<file path="src/rtl/flit_depacketizer.sv">
// flit_depacketizer: reassembles one head/body.../tail flit packet into
// source ID, destination ID and a (14*N-8)-bit payload. Malformed flit
// sequences are dropped, flagged with a one-cycle pulse and counted.
//
// state | meaning
// ------+-------------------------------------------------------------
// IDLE  | waiting for a head flit
// BODY  | head seen, expecting body number body_cnt (1..N-2)
// TAIL  | all bodies seen, expecting the tail flit
module flit_depacketizer #(
    parameter int N = 4,
    localparam int W = 14*N-8
) (
    input  logic         clk,
    input  logic         rst,
    input  logic [15:0]  flit_in,
    input  logic         flit_valid,
    output logic         flit_ready,
    output logic [3:0]   pkt_src,
    output logic [3:0]   pkt_des,
    output logic [W-1:0] pkt_data,
    output logic         pkt_valid,
    input  logic         pkt_ready,
    output logic         pkt_error,
    output logic [7:0]   err_count
);

    localparam int CW = (N > 2) ? $clog2(N) : 1;
    localparam logic [CW-1:0] LAST_BODY = CW'(N-2);

    typedef enum logic [1:0] {
        IDLE = 2'd0,
        BODY = 2'd1,
        TAIL = 2'd2
    } state_t;

    // With only two flits per packet there is no body phase.
    localparam state_t AFTER_HEAD = (N > 2) ? BODY : TAIL;

    localparam logic [1:0] T_HEAD = 2'b00;
    localparam logic [1:0] T_BODY = 2'b01;
    localparam logic [1:0] T_TAIL = 2'b10;
    localparam logic [1:0] T_ILL  = 2'b11;

    state_t        state, nxt_state;
    logic [CW-1:0] body_cnt;
    logic [3:0]    stage_src;
    logic [3:0]    stage_des;
    logic [W-1:0]  stage_data;
    logic [1:0]    ftype;
    logic          accept;
    logic          err;
    logic          ld_head;
    logic          ld_body;
    logic          ld_tail;

    assign ftype      = flit_in[15:14];
    // A tail may only land when the output slot is free; depends on registers only.
    assign flit_ready = !(state == TAIL && pkt_valid);
    assign accept     = flit_valid && flit_ready;

    // State register.
    always_ff @(posedge clk or posedge rst) begin
        if (rst) state <= IDLE;
        else     state <= nxt_state;
    end

    // Next-state decode and per-flit load/error strobes.
    always_comb begin
        nxt_state = state;
        err       = 1'b0;
        ld_head   = 1'b0;
        ld_body   = 1'b0;
        ld_tail   = 1'b0;
        if (accept) begin
            if (ftype == T_ILL) begin
                err       = 1'b1;
                nxt_state = IDLE;
            end else begin
                unique case (state)
                    IDLE: begin
                        if (ftype == T_HEAD) begin
                            ld_head   = 1'b1;
                            nxt_state = AFTER_HEAD;
                        end else begin
                            err = 1'b1;
                        end
                    end
                    BODY: begin
                        if (ftype == T_HEAD) begin
                            err       = 1'b1;
                            ld_head   = 1'b1;
                            nxt_state = AFTER_HEAD;
                        end else if (ftype == T_BODY) begin
                            ld_body   = 1'b1;
                            nxt_state = (body_cnt == LAST_BODY) ? TAIL : BODY;
                        end else begin
                            err       = 1'b1;
                            nxt_state = IDLE;
                        end
                    end
                    TAIL: begin
                        if (ftype == T_HEAD) begin
                            err       = 1'b1;
                            ld_head   = 1'b1;
                            nxt_state = AFTER_HEAD;
                        end else if (ftype == T_TAIL) begin
                            ld_tail   = 1'b1;
                            nxt_state = IDLE;
                        end else begin
                            err       = 1'b1;
                            nxt_state = IDLE;
                        end
                    end
                    default: begin
                        err       = 1'b1;
                        nxt_state = IDLE;
                    end
                endcase
            end
        end
    end

    // Body counter and staging register fill.
    always_ff @(posedge clk or posedge rst) begin
        if (rst) begin
            body_cnt   <= '0;
            stage_src  <= '0;
            stage_des  <= '0;
            stage_data <= '0;
        end else begin
            if (ld_head)      body_cnt <= CW'(1);
            else if (ld_body) body_cnt <= body_cnt + 1'b1;
            else if (accept)  body_cnt <= '0;

            if (ld_head) begin
                stage_src            <= flit_in[13:10];
                stage_des            <= flit_in[9:6];
                stage_data[W-1:W-6]  <= flit_in[5:0];
            end
            if (ld_body) begin
                for (int k = 1; k <= N-2; k++) begin
                    if (body_cnt == CW'(k)) stage_data[14*(N-k)-1 -: 14] <= flit_in[13:0];
                end
            end
            if (ld_tail) stage_data[13:0] <= flit_in[13:0];
        end
    end

    // Output slot: loaded on tail, released on consumer handshake.
    always_ff @(posedge clk or posedge rst) begin
        if (rst) begin
            pkt_valid <= 1'b0;
            pkt_src   <= '0;
            pkt_des   <= '0;
            pkt_data  <= '0;
        end else if (ld_tail) begin
            pkt_valid <= 1'b1;
            pkt_src   <= stage_src;
            pkt_des   <= stage_des;
            pkt_data  <= {stage_data[W-1:14], flit_in[13:0]};
        end else if (pkt_valid && pkt_ready) begin
            pkt_valid <= 1'b0;
        end
    end

    // Error pulse and saturating error counter.
    always_ff @(posedge clk or posedge rst) begin
        if (rst) begin
            pkt_error <= 1'b0;
            err_count <= '0;
        end else begin
            pkt_error <= err;
            if (err && err_count != 8'hFF) err_count <= err_count + 8'd1;
        end
    end

endmodule
</file>
<file path="config.mk">
export PLATFORM = sky130hd
export DESIGN_NAME = flit_depacketizer
export DESIGN_NICKNAME = d
export VERILOG_FILES = /design/src/rtl/flit_depacketizer.sv
export SDC_FILE = /design/constraint.sdc
export NUM_CORES = 1
export LEC_CHECK = 0
export CAP_MARGIN = 15
export CORE_ASPECT_RATIO = 0.8
export CORE_MARGIN = 4
export CORE_UTILIZATION = 45
export DETAILED_ROUTE_END_ITERATION = 6
export DONT_BUFFER_PORTS = 1
export GPL_TIMING_DRIVEN = 0
export SYNTH_ARGS = -nofsm -noshare
export SYNTH_HDL_FRONTEND = slang
export SYNTH_SLANG_ARGS = --single-unit
</file>
<file path="constraint.sdc">
create_clock -name clk -period 5.1 [get_ports clk]
set_clock_uncertainty 0.05 [all_clocks]
set_input_delay 1.53 -clock clk [delete_from_list [all_inputs] [get_ports clk]]
set_output_delay 1.53 -clock clk [all_outputs]
set_load 0.02 [all_outputs]
</file>
==> run metrics, run 1 <==
DR pass1 iterations 4; post-cts hold buffer count 0; crit path launch type input pin; final WL 9.03 mm; core area 9770 µm²; synth-to-layout area growth 11.4%; Die Wd between 100 and 150 µm; Max Slew Vio Count 0; worst setup path class in2reg; DIE AREA approximately 12000 µm²; Leakage 2.55 nW; Clock Latency Late Sink 0.34 ns; Bufs on Longest Clock Path 2; post-layout instance area 5070 µm²; Hold Crit Class reg2reg; initial DRC count between 80 and 90; critical path capture point type flip-flop; Synth Area in XOR/XNOR 0.961%; asr flop ratio synth 100%; highest metal used met4; Total GRT Usage between 10% and 20%; Power Density a little over 400 nW/µm²; fin crit period between 2 and 3 ns; Yosys cell types 31; vias after detailed routing around 2400; pre-CTS WS roughly 1.8 ns; # diodes 0; share of cells above drive strength 1 41.8%; final hold violations 0; final core occ approximately 52%; CTS tree yes; Final Cycle Share between 50% and 60%; wire per inst 20.0 µm; CP max FO 10; Die H slightly below 100 µm; clock root buffer clkbuf_16; clk sinks roughly 110; ys flop type dfrtp_1; row cnt 32; Initial Util between 40 and 50%; largest family of logic cells by synthesized area multiplexers; max-cap viol count 0; Buffers on Ports 0; CP Data Required Time about 5.3 ns; number of synthesized flops with an enable pin 0; WL met1 4.04 mm; number of I/O pins 87; register bit total from synthesis ~110; sequential share of the synthesized area between 60% and 70%; synthesized area about 4600 µm²; Final ANT Viol Nets 0; Fmax between 0.3 and 0.4 GHz; H-tree Lvls 3; DP Wirelength a little over 6 mm; Synth Instances between 200 and 300; post-synthesis compound-gate area fraction around 2.6%; RSZ-0062 raised after global routing false; first-pass GRT wire length approximately 15 mm; Critical Path AT about 3.1 ns; largest net degree at the start of global routing 70; met2 wire length roughly 4.1 mm; DP Area 4760 µm²; post-CTS sizing 0; Synth Area in Adders under 10%; Post-CTS Setup Bufs 0; flop-to-flop setup slack 2.63 ns; Least-Margin Pin Slew roughly 0.75 ns; Num CTS Buffers 9; Slew headroom 49.9%; Layout Nets 344; Yosys warnings 0; DR vias/cell 5.33; initial antenna violation count 0; Syn Area/Cell ~15 µm²; Post-Place Cells roughly 440; post-route worst setup slack roughly 2.2 ns; Final Non-Filler Cells about 450; vias in the first global route between 2000 and 3000; Final Setup Violations 0; mux cell area share after synthesis ~26%; CTS clk-pin slew, worst paths roughly 0.070 ns; VDD IR max 0.285 mV; outcome completed; GRT Residual Overflow 0; wire length on met3 roughly 760 µm; Simple-Gate Fraction of Synth Area 3.16%; total negative setup slack 0 ns; Post-route DRC 0; syn nets between 300 and 400; Final GP Congestion a little under 0.8
report_power, final:
group          switching (W)  total, W  leakage [nW]  internal (W)
logic              0.0000987  0.000214         0.887      0.000115
registers           0.000112   0.00110          1.51      0.000989
clock network       0.000310  0.000741         0.152      0.000430
path summary, 6_finish.rpt:
path                                 from        endpoint  depth (start not counted)
max                           flit_in[14]    pkt_data[11]                          5
min                        stage_data[22]    pkt_data[22]                          1
max reg2reg                      state[0]    pkt_data[11]                          7
min reg2reg                stage_data[22]    pkt_data[22]                          1
max in group asynchronous             rst  stage_data[37]                          2
min in group asynchronous             rst     pkt_data[3]                          1
worst max-delay path, stage by stage:
cell,delay (ns)
ha_1,0.26
nor3_1,0.30
buf_2,0.33
buf_4,0.30
mux2_2,0.37
cells by family (layout without fill, tap and decap cells):
group | after synthesis | in the layout
AO/OA/AOI/OAI | 15 | 15
buffers and inverters | 21 | 38
AND/OR/NAND/NOR | 31 | 31
XOR/XNOR | 5 | 5
multiplexers | 102 | 102
flip-flops | 112 | 112
adder cells (fa/ha/maj) | 13 | 13
metal layers:
| metal | track usage, % | up-vias |
|---|---|---|
| li1 | - | 1072 |
| met1 | 21.5 | 1254 |
| met2 | 24.9 | 74 |
| met3 | 7.01 | 10 |
| met4 | 5.23 | 0 |
| met5 | 0 | - |
metrics by stage:
step,total power (W),hold slack [ns]
floorplan,0.00127,0.424
CTS,0.00208,0.451
finish,0.00206,0.445
detailed placement,0.00133,0.436
global route,0.00216,0.465
global placement,0.00132,0.429
synth_stat cells, types with 2 or more instances:
library cell	count	area [µm²]
inv_1	11	41.3
o41ai_1	2	17.5
o211ai_1	2	15.0
buf_2	6	30.0
o21ai_0	3	15.0
nand4_1	2	12.5
mux2_4	8	120
nand3_1	2	10.0
nor3_1	4	20.0
buf_4	3	22.5
nand2_1	15	56.3
xor2_1	4	35.0
nor2_1	4	15.0
ha_1	13	163
dfrtp_1	112	2800
mux2_2	93	1050
sequential cells by signal, summed over array words and instances, names as in the netlist:
name / count
stage_data: 34
stage_des: 4
pkt_error: 1
state: 2
err_count: 8
pkt_des: 4
body_cnt: 2
pkt_valid: 1
stage_src: 4
pkt_src: 4
pkt_data: 48
cell type report:
type                       instances  area (µm²)
buffer                            10        63.8
tap                              136         170
fill                             863        4690
clock inverter                     7        93.8
clock buffer                       9         225
timing repair buffer               1        27.5
sequential                       112        2800
multi-input combinational        166        1650
inverter                          11        43.8
cells in the final DEF (no fill, tap or decap), types with 2 or more instances in the layout:
master and n:
buf_4 3, nor2_1 4, bufinv_16 2, nand3_1 2
nand2_1 15, buf_2 6, o21ai_0 3, clkinvlp_4 2
clkinv_2 2, clkbuf_16 9, xor2_1 4, nor3_1 4
inv_1 10, o41ai_1 2, mux2_2 93, nand4_1 2
mux2_4 8, ha_1 13, o211ai_1 2, dfrtp_1 112
(Power assumes the default switching activity.)
==> inputs of run 2 (changes only) <==
- clock period: 5.1 -> 2.4 ns (I/O delays scaled with it)
==> run 2 against run 1 <==
Effect of this change:
- global-route usage is 0.35 points lower
- critical endpoint is now stage_des[2]
- highest routed layer unchanged
- first-iteration DRC count is 9.6% higher
- sequential share of layout area down 0.77 points
- critical path type is now reg2reg
==> run metrics, run 2 (synthesized netlist as in run 1, its figures left out) <==
outcome completed (unchanged); vias after detailed routing 2408 (was 2410); post-route worst setup slack 0.154 ns (was 2.18 ns); clk sinks 112 (unchanged); Total GRT Usage 16.1% (was 16.5%); Clock Latency Late Sink 0.34 ns (about the same); Least-Margin Pin Slew 0.637 ns (was 0.745 ns); Final Non-Filler Cells 454 (was 452); VDD IR max 0.525 mV (was 0.285 mV); CTS clk-pin slew, worst paths 0.07 ns (about the same); final WL 8.85 mm (was 9.03 mm); vias in the first global route 2604 (was 2572); Post-Place Cells 438 (was 436); critical path capture point type flip-flop (unchanged); RR Endpoint stage_des[2] (was pkt_data[11]); Layout Nets 346 (was 344); Clk pwr share 36.3% (was 36.0%); Comb power frac 10.5% (was 10.4%); total power 0.00438 W (was 0.00206 W); R2R Path Start state[0] (unchanged); H-tree Lvls 3 (unchanged); area of the multi-input gates 1670 µm² (was 1650 µm²); max-cap viol count 0 (unchanged); post-cts hold buffer count 0 (unchanged); Num CTS Buffers 9 (unchanged); Buffers on Ports 0 (unchanged); final hold violations 0 (unchanged); worst setup path class reg2reg (was in2reg); commonest non-fill, non-tap cell in the layout dfrtp_1 (unchanged); CP max FO 10 (unchanged); DR pass1 iterations 4 (unchanged); row cnt 32 (unchanged); Critical Path AT 2.42 ns (was 3.09 ns); RSZ-0062 raised after global routing false (unchanged); Post-CTS Setup Bufs 0 (unchanged); Max Slew Vio Count 0 (unchanged); Reg with most FFs pkt_data (unchanged); core area 9770 µm² (unchanged); Seq pwr share 53.2% (was 53.6%); synth-to-layout area growth 13.0% (was 11.4%); DIE AREA 11800 µm² (unchanged); number of I/O pins 87 (unchanged); number of flip-flops under the largest register name 48 (unchanged); share of cells above drive strength 1 42.8% (was 41.8%); Die H 98.0 µm (unchanged); initial DRC count 91 (was 83); clock root buffer clkbuf_16 (unchanged); DR vias/cell 5.30 (was 5.33); Die Wd 120 µm (unchanged); DP Wirelength 6.18 mm (was 6.12 mm); fillers 858 (was 863); CP Data Required Time 2.57 ns (was 5.28 ns); Fmax between 0.4 and 0.5 GHz; GRT Residual Overflow 0 (unchanged); Sequential cell area 2800 µm² (unchanged); leading registers by flop count pkt_data: 48 flops, stage_data: 34 flops, err_count: 8 flops (unchanged); # diodes 0 (unchanged); Hold Crit Class in2async (was reg2reg); post-CTS sizing 1 (was 0); pre-CTS WS -0.0634 ns (was 1.83 ns); Final ANT Viol Nets 0 (unchanged); Final Setup Violations 0 (unchanged); Final Cycle Share between 90% and 100%; Power Density 851 nW/µm² (was 405 nW/µm²); hold slack final 0.190 ns (was 0.445 ns); Initial Util 46.6% (unchanged); Sw Ratio 24.7% (was 25.3%); crit path launch type flip-flop (was input pin); Reg2Reg Depth 7 (unchanged); Leakage 2.57 nW (was 2.55 nW); Bufs on Longest Clock Path 2 (unchanged); Final GP Congestion 0.780 (was 0.791); Post-route DRC 0 (unchanged); CTS tree yes (unchanged); Switch Pwr 0.00108 W (was 0.000521 W); largest net degree at the start of global routing 44 (was 70); fin crit period between 2 and 2.5 ns; wire per inst 19.5 µm (was 20.0 µm); Pint 0.00330 W (was 0.00153 W); most frequent cells in the layout dfrtp_1, mux2_2, nand2_1 (unchanged); first-pass GRT wire length 14.6 mm (was 14.7 mm); initial antenna violation count 0 (unchanged); Slew headroom 57.6% (was 49.9%); flop-to-flop setup slack 0.15 ns (was 2.63 ns)
[run 2: worst max path at each step]
stage           startpoint             end  slack (ns)  cells after the start
6_report          state[0]    stage_des[2]        0.15                      7
3_5_place_dp   flit_in[15]    stage_des[2]       -0.06                      7
4_1_cts           state[0]    pkt_data[19]        0.02                      7
5_1_grt           state[0]    err_count[1]        0.01                      6
3_3_place_gp           rst    pkt_data[23]       -0.31                      1
2_1_floorplan  flit_in[15]  stage_data[42]        0.13                      7
[run 2: metal layers]
metal  up-vias  GRT usage, %  part of all wire [%]
met5         -             0                     0
met4         0          4.70                   2.0
met3        13          7.30                   8.6
met2        68          23.8                    44
met1      1247          21.5                    45
li1       1080             -                     -
[run 2: per-stage QoR]
| step | cell area (µm²) | util [%] | setup TNS [ns] |
|---|---|---|---|
| after floorplan | 4560 | - | 0 |
| after global placement | 4730 | 48.4 | -35.78 |
| after detailed placement | 4790 | 49.0 | -1.54 |
| after CTS | 5110 | 52.3 | 0 |
| after global routing | 5150 | 52.7 | 0 |
| final | 5150 | 52.7 | 0 |
[run 2: power by group through the flow]
stage	clock [W]	sequential, W	combinational, W
after floorplan	0	0.00232	0.000383
after global placement	0	0.00236	0.000436
after detailed placement	0	0.00237	0.000460
after CTS	0.00165	0.00233	0.000462
after global routing	0.00173	0.00237	0.000523
final	0.00159	0.00233	0.000458
[run 2: area by class of cell]
cell class,instances,share of cell area (%)
Sequential cell,112,54.5
Multi-Input combinational cell,166,32.5
Clock buffer,11,4.72
Tap cell,136,3.31
Clock inverter,5,1.53
Buffer,10,1.48
Timing Repair Buffer,3,1.17
Inverter,11,0.875
[run 2: critical path, cell delays in order (launching register included)]
cell and delay (ns):
dfrtp_1 0.39, inv_1 0.09, ha_2 0.23, a21bo_4 0.26, or4_1 0.40, clkbuf_4 0.22, buf_6 0.19, mux2_4 0.31
